[config.mk]
export PLATFORM = sky130hd
export DESIGN_NAME = ctrl_sequencer_flat
export DESIGN_NICKNAME = d
export VERILOG_FILES = /design/src/rtl/ctrl_sequencer_if.sv /design/src/rtl/ctrl_sequencer.sv /design/src/flat_wrapper.sv
export SDC_FILE = /design/constraint.sdc
export NUM_CORES = 1
export LEC_CHECK = 0
export ABC_CLOCK_PERIOD_IN_PS = 4700
export CORE_MARGIN = 1.5
export CORE_UTILIZATION = 45
export DETAILED_ROUTE_END_ITERATION = 7
export PLACE_DENSITY_LB_ADDON = 0.1
export SLEW_MARGIN = 20
export SYNTH_ARGS = -nofsm -noshare
export SYNTH_HDL_FRONTEND = slang
export SYNTH_SLANG_ARGS = --single-unit
[constraint.sdc]
create_clock -name clk_main -period 4.7 [get_ports clk_main]
set_input_delay 1.41 -clock clk_main [delete_from_list [all_inputs] [get_ports clk_main]]
set_output_delay 1.41 -clock clk_main [all_outputs]
set_load 0.01 [all_outputs]
[src/rtl/ctrl_sequencer_if.sv]
// Control and handshake bundle between the sequencer (master) and the
// instruction memory, instruction register, ALU/RF datapath and data memory (slave).
interface ctrl_sequencer_if #(
    parameter int PC_W = 8
);
    logic            run;
    logic            imem_req;
    logic [PC_W-1:0] imem_addr;
    logic            imem_ack;
    logic            IL;
    logic [3:0]      opcode;
    logic [3:0]      DR;
    logic [3:0]      SA;
    logic            alu_zero;
    logic [3:0]      alu_func;
    logic            rf_we;
    logic            rf_src_mem;
    logic            dmem_req;
    logic            dmem_we;
    logic            dmem_ack;
    logic [PC_W-1:0] pc;
    logic [2:0]      state;
    logic            halted;
    logic            fault;

    modport master (
        input  run, imem_ack, opcode, DR, SA, alu_zero, dmem_ack,
        output imem_req, imem_addr, IL, alu_func, rf_we, rf_src_mem,
               dmem_req, dmem_we, pc, state, halted, fault
    );

    modport slave (
        output run, imem_ack, opcode, DR, SA, alu_zero, dmem_ack,
        input  imem_req, imem_addr, IL, alu_func, rf_we, rf_src_mem,
               dmem_req, dmem_we, pc, state, halted, fault
    );
endinterface

[src/rtl/ctrl_sequencer.sv]
// Multi-cycle Moore sequencer: owns the PC, fetches over imem req/ack, decodes the
// IR opcode and steers RF write, ALU function, dmem handshake and branch/halt control.
module ctrl_sequencer #(
    parameter int PC_W     = 8,
    parameter int WAIT_MAX = 15
) (
    input  logic             clk_main,
    input  logic             reset,
    ctrl_sequencer_if.master bus
);
    localparam int WAIT_W = $clog2(WAIT_MAX + 1);

    typedef enum logic [2:0] {
        S_IDLE   = 3'd0,
        S_FETCH  = 3'd1,
        S_LOAD   = 3'd2,
        S_DECODE = 3'd3,
        S_EXEC   = 3'd4,
        S_MEM    = 3'd5,
        S_WB     = 3'd6,
        S_HALT   = 3'd7
    } state_t;

    state_t            state_q, state_d;
    state_t            boundary;
    logic [PC_W-1:0]   pc_q, pc_d;
    logic [WAIT_W-1:0] wait_q, wait_d;
    logic              fault_q, fault_d;
    logic [3:0]        op_q, op_d;
    logic [PC_W-1:0]   target;
    logic              waited_out;

    assign boundary   = bus.run ? S_FETCH : S_IDLE;
    assign target     = PC_W'({bus.DR, bus.SA});
    // The current no-ack cycle is the WAIT_MAX-th one.
    assign waited_out = (wait_q == WAIT_W'(WAIT_MAX - 1));

    always_ff @(posedge clk_main or negedge reset) begin
        if (!reset) begin
            state_q <= S_IDLE;
            pc_q    <= '0;
            wait_q  <= '0;
            fault_q <= 1'b0;
            op_q    <= '0;
        end else begin
            state_q <= state_d;
            pc_q    <= pc_d;
            wait_q  <= wait_d;
            fault_q <= fault_d;
            op_q    <= op_d;
        end
    end

    always_comb begin
        state_d = state_q;
        pc_d    = pc_q;
        wait_d  = wait_q;
        fault_d = fault_q;
        op_d    = op_q;
        case (state_q)
            S_IDLE:   if (bus.run) state_d = S_FETCH;
            S_FETCH: begin
                if (bus.imem_ack) begin
                    state_d = S_LOAD;
                end else begin
                    wait_d = wait_q + WAIT_W'(1);
                    if (waited_out) begin
                        fault_d = 1'b1;
                        state_d = S_HALT;
                    end
                end
            end
            S_LOAD: begin
                pc_d    = pc_q + PC_W'(1);
                state_d = S_DECODE;
            end
            S_DECODE: begin
                op_d = bus.opcode;
                case (bus.opcode)
                    4'h1, 4'h2, 4'h3, 4'h4, 4'h5, 4'h6, 4'h7: state_d = S_EXEC;
                    4'h8, 4'h9: state_d = S_MEM;
                    4'hA: begin
                        pc_d    = target;
                        state_d = boundary;
                    end
                    4'hB: begin
                        if (bus.alu_zero) pc_d = target;
                        state_d = boundary;
                    end
                    4'hF:    state_d = S_HALT;
                    default: state_d = boundary;
                endcase
            end
            S_EXEC:   state_d = boundary;
            S_MEM: begin
                if (bus.dmem_ack) begin
                    state_d = (op_q == 4'h9) ? boundary : S_WB;
                end else begin
                    wait_d = wait_q + WAIT_W'(1);
                    if (waited_out) begin
                        fault_d = 1'b1;
                        state_d = S_HALT;
                    end
                end
            end
            S_WB:     state_d = boundary;
            S_HALT:   state_d = S_HALT;
            default:  state_d = S_IDLE;
        endcase
        // Each new handshake starts its timeout window from zero.
        if ((state_d == S_FETCH || state_d == S_MEM) && state_d != state_q) wait_d = '0;
    end

    always_comb begin
        bus.imem_req   = (state_q == S_FETCH);
        bus.imem_addr  = (state_q == S_FETCH) ? pc_q : '0;
        bus.IL         = (state_q == S_LOAD);
        bus.alu_func   = (state_q == S_EXEC) ? op_q : 4'h0;
        bus.rf_we      = (state_q == S_EXEC) || (state_q == S_WB);
        bus.rf_src_mem = (state_q == S_WB);
        bus.dmem_req   = (state_q == S_MEM);
        bus.dmem_we    = (state_q == S_MEM) && (op_q == 4'h9);
        bus.halted     = (state_q == S_HALT);
    end

    assign bus.pc    = pc_q;
    assign bus.state = state_q;
    assign bus.fault = fault_q;
endmodule

[src/flat_wrapper.sv]
// flat-port wrapper written by rule: the top's interface ports become plain ports
module ctrl_sequencer_flat 
#(
    parameter int PC_W     = 8,
    parameter int WAIT_MAX = 15
)
  (clk_main, reset, bus_run, bus_imem_ack, bus_opcode, bus_DR, bus_SA, bus_alu_zero, bus_dmem_ack, bus_imem_req, bus_imem_addr, bus_IL, bus_alu_func, bus_rf_we, bus_rf_src_mem, bus_dmem_req, bus_dmem_we, bus_pc, bus_state, bus_halted, bus_fault);
  ctrl_sequencer_if #(.PC_W(PC_W)) bus_i ();
  input  logic clk_main;
  input  logic reset;
  input wire logic [$bits(bus_i.run)-1:0] bus_run;
  input wire logic [$bits(bus_i.imem_ack)-1:0] bus_imem_ack;
  input wire logic [$bits(bus_i.opcode)-1:0] bus_opcode;
  input wire logic [$bits(bus_i.DR)-1:0] bus_DR;
  input wire logic [$bits(bus_i.SA)-1:0] bus_SA;
  input wire logic [$bits(bus_i.alu_zero)-1:0] bus_alu_zero;
  input wire logic [$bits(bus_i.dmem_ack)-1:0] bus_dmem_ack;
  output wire logic [$bits(bus_i.imem_req)-1:0] bus_imem_req;
  output wire logic [$bits(bus_i.imem_addr)-1:0] bus_imem_addr;
  output wire logic [$bits(bus_i.IL)-1:0] bus_IL;
  output wire logic [$bits(bus_i.alu_func)-1:0] bus_alu_func;
  output wire logic [$bits(bus_i.rf_we)-1:0] bus_rf_we;
  output wire logic [$bits(bus_i.rf_src_mem)-1:0] bus_rf_src_mem;
  output wire logic [$bits(bus_i.dmem_req)-1:0] bus_dmem_req;
  output wire logic [$bits(bus_i.dmem_we)-1:0] bus_dmem_we;
  output wire logic [$bits(bus_i.pc)-1:0] bus_pc;
  output wire logic [$bits(bus_i.state)-1:0] bus_state;
  output wire logic [$bits(bus_i.halted)-1:0] bus_halted;
  output wire logic [$bits(bus_i.fault)-1:0] bus_fault;
  assign bus_i.run = bus_run;
  assign bus_i.imem_ack = bus_imem_ack;
  assign bus_i.opcode = bus_opcode;
  assign bus_i.DR = bus_DR;
  assign bus_i.SA = bus_SA;
  assign bus_i.alu_zero = bus_alu_zero;
  assign bus_i.dmem_ack = bus_dmem_ack;
  assign bus_imem_req = bus_i.imem_req;
  assign bus_imem_addr = bus_i.imem_addr;
  assign bus_IL = bus_i.IL;
  assign bus_alu_func = bus_i.alu_func;
  assign bus_rf_we = bus_i.rf_we;
  assign bus_rf_src_mem = bus_i.rf_src_mem;
  assign bus_dmem_req = bus_i.dmem_req;
  assign bus_dmem_we = bus_i.dmem_we;
  assign bus_pc = bus_i.pc;
  assign bus_state = bus_i.state;
  assign bus_halted = bus_i.halted;
  assign bus_fault = bus_i.fault;
  ctrl_sequencer #(.PC_W(PC_W), .WAIT_MAX(WAIT_MAX)) u_core (.clk_main(clk_main), .reset(reset), .bus(bus_i));
endmodule
==> metrics.csv <==
stage,metric,value,unit
run_status,status,"complete, but fails checks",
run_status,violations in the final reports,DRC,
setup_path,kind of end point of the critical path,output port,
die,number of I/O pins,49,
route,Pre-antenna DRT Iters,7,
route,count of antenna-violating nets left after detailed routing,0,
sta,unrepaired setup endpoints after global routing,no,
die,y dimension of the die,57.8,µm
setup_path,Critical Path Start Type,register,
route,Via density,5.69,
sta,maximum operating frequency,269,MHz
clock_network,number of cells upsized or downsized after cts,0,
clock_network,CTS Buffer Depth,2,
grt,largest net degree at the start of global routing,26,
power_and_ir_drop,peak supply drop,0.365,mV
run,count of max-cap constraint violations,0,
grt,wire length of the first global-routing pass,5.57,mm
sta,sum of negative setup slack,0,ps
sta,Worst Clk Skew,11.9,ps
power_and_ir_drop,total power,1.13,mW
yosys,most area-consuming cells after synthesis,"sky130_fd_sc_hd__dfrtp_1 (37%), sky130_fd_sc_hd__and2_1 (6.0%), sky130_fd_sc_hd__a21oi_1 (5.9%)",
route,sum of routed wire length over all layers,3.41,mm
setup_path,Critical Path RT,3290,ps
power_and_ir_drop,Pleak,0.797,nW
sta,final critical-path share of the clock period,0.790,
setup_path,data arrival time of the worst path,2300,ps
placed_design,cell count after placement,231,
final_layout,ratio of cells with drive above 1 in the final layout,0.0588,
clock_network,H-Tree Level Count,1,
clock_network,clock slew at the register clock pins of the worst setup and hold paths,130,ps
yosys,Unique masters post-synth,41,
final_layout,Filler Cells Inserted,255,
placed_design,routability congestion estimate from global placement,0.722,
final_layout,net total in the final layout,226,
sta,final critical delay including setup and external delays,3710,ps
power_and_ir_drop,power per standard cell area,606,nW/µm²
hold_path,Hold Crit Class,register to register,
route,initial DRC count,64,
grt,initial antenna violation count,0,
final_layout,"Area growth, synth to finish",38.1,%
die,area inside the core boundary,2810,µm²
sta,relative max-transition margin,0.369,
grt,aggregate global routing overflow,0,
grt,number of global-route vias before repair,1271,
sta,Finish-stage setup viols,0,
sta,final number of hold-violating endpoints,0,
die,initial core utilization,0.482,
clock_network,number of buffers inserted to repair setup after CTS,0,
grt,gr usage total,0.215,
yosys,synthesized area,1350,µm²
route,number of remaining DRC errors,4,
yosys,most used flip-flop cell after synthesis,sky130_fd_sc_hd__dfrtp_1,
yosys,yosys synthesis warning count,0,
clock_network,CTS tree,built,
clock_network,number of buffers added to fix hold violations after cts,0,
yosys,share of the synthesized area in the top cell type,0.370,
yosys,"Net Count, Synth",181,
die,die span in x,57.8,µm
die,Core Rows,19,
die,area of the die,3340,µm²
placed_design,Buffers on Ports,48,
yosys,"Async S/R FF share, synth",1.00,
clock_network,insertion delay to the later sink of the worst-skew pair,320,ps
placed_design,detailed placement HPWL,2.46,mm
final_layout,highest-count cells in the layout ignoring fill and taps,"sky130_fd_sc_hd__clkdlybuf4s50_1 (48), sky130_fd_sc_hd__dfrtp_1 (20), sky130_fd_sc_hd__a21oi_1 (16)",
yosys,share of synthesized area occupied by flip-flops and latches,0.370,
route,via total after detailed routing,1337,
yosys,mean instance size in the synthesized netlist,8.45,µm²
yosys,synthesized instance count,160,
yosys,flip-flop and latch count after synthesis,20,
setup_path,Critical Path Fanout Max,13,
final_layout,Finished Layout Cells,235,
setup_path,class of the most critical setup path,register to output port,
final_layout,most frequent standard cell in the layout excluding fill and tap cells,sky130_fd_sc_hd__clkdlybuf4s50_1,
yosys,number of enable flip-flop cells after synthesis,0,
route,final routed wire length divided by cell count,14.5,µm
clock_network,number of CTS-inserted buffers,3,
clock_network,clock tree root driver cell,sky130_fd_sc_hd__clkbuf_4,
clock_network,sink count of the clock tree,20,
sta,Pins Over Slew Limit,0,
yosys,largest area contributor in the synthesized netlist,sky130_fd_sc_hd__dfrtp_1,
final_layout,antenna diode count,0,
sta,measured slew at the worst slew-check pin,944,ps
[sequential cells by signal (all words and copies together) (netlist names)]
| register | flops |
|---|---|
| u_core.bus.fault | 1 |
| u_core.bus.pc | 8 |
| u_core.bus.state | 3 |
| u_core.op_q | 4 |
| u_core.wait_q | 4 |
[cell families (layout without fill, tap and decap cells)]
| kind of cell | after synthesis | after routing | synth area share |
|---|---|---|---|
| xor gates and xnor gates | 4 | 4 | 0.0259 |
| adders and majority gates | 3 | 3 | 0.0278 |
| DFF | 20 | 20 | 0.370 |
| muxes | 4 | 4 | 0.0315 |
| AOI/OAI and AO/OA | 42 | 42 | 0.201 |
| buffers and inverters | 15 | 59 | 0.0657 |
| and+or+nand+nor | 72 | 72 | 0.278 |
[final timing paths]
kind | slack, ps | to | depth (start not counted) | startpoint
worst max register to register | 2700 | u_core.wait_q[2] | 5 | u_core.bus.state[1]
worst max-delay path | 990 | bus_imem_addr[1] | 3 | u_core.bus.state[0]
min in group asynchronous | 1600 | u_core.bus.pc[0] | 1 | reset
worst min-delay path | 490 | u_core.bus.fault | 1 | u_core.bus.fault
worst min register to register | 490 | u_core.bus.fault | 1 | u_core.bus.fault
max in group asynchronous | 2520 | u_core.bus.pc[2] | 1 | reset
[layout make-up]
cell class	instances	area (µm²)	share of cell area
clock inverter	1	30.0	0.0161
timing repair buffer	48	480	0.258
sequential	20	500	0.268
clock buffer	3	22.5	0.0121
tap	31	38.8	0.0208
inverter	7	26.3	0.0141
multi-input combinational	125	767	0.411
[worst max-delay path: stages (launching register included)]
cell	delay, ps
sky130_fd_sc_hd__dfrtp_1	620
sky130_fd_sc_hd__nor3b_2	610
sky130_fd_sc_hd__and2_1	210
sky130_fd_sc_hd__clkdlybuf4s50_1	540
[report_power, final]
group          total (mW)  internal, mW  switching [mW]
clock               0.146        0.0863          0.0595
sequential          0.347         0.243           0.104
combinational       0.637         0.332           0.305
total                1.13         0.661           0.469
[through the flow]
step	area, µm²	worst slack (ps)	hold slack [ps]	util
after floorplan	1350	2130	456	-
after global placement	1810	1030	457	0.645
after detailed placement	1810	897	466	0.645
after CTS	1860	491	497	0.663
after global routing	1870	802	520	0.665
final	1870	986	490	0.665
[metal layers]
layer | GRT usage | up-vias | share of wire
li1 | - | 648 | -
met1 | 0.255 | 633 | 0.42
met2 | 0.377 | 50 | 0.50
met3 | 0.0379 | 6 | 0.056
met4 | 0.0997 | 0 | 0.023
met5 | 0 | - | 0
[synthesized netlist by cell type, drive strengths merged (2+ instances only)]
cell type and number:
nor3 2, nand3 9, nand2b 6, nor2 15, mux2 2, nand2 16
dfrtp 20, o21ai 10, xnor2 2, nand4 2, inv 7, buf 7
and2 13, ha 3, xor2 2, a211o 3, nor2b 2, and3 2
mux2i 2, a21oi 17, nand3b 2, o22ai 3
(Power assumes the default switching activity.)
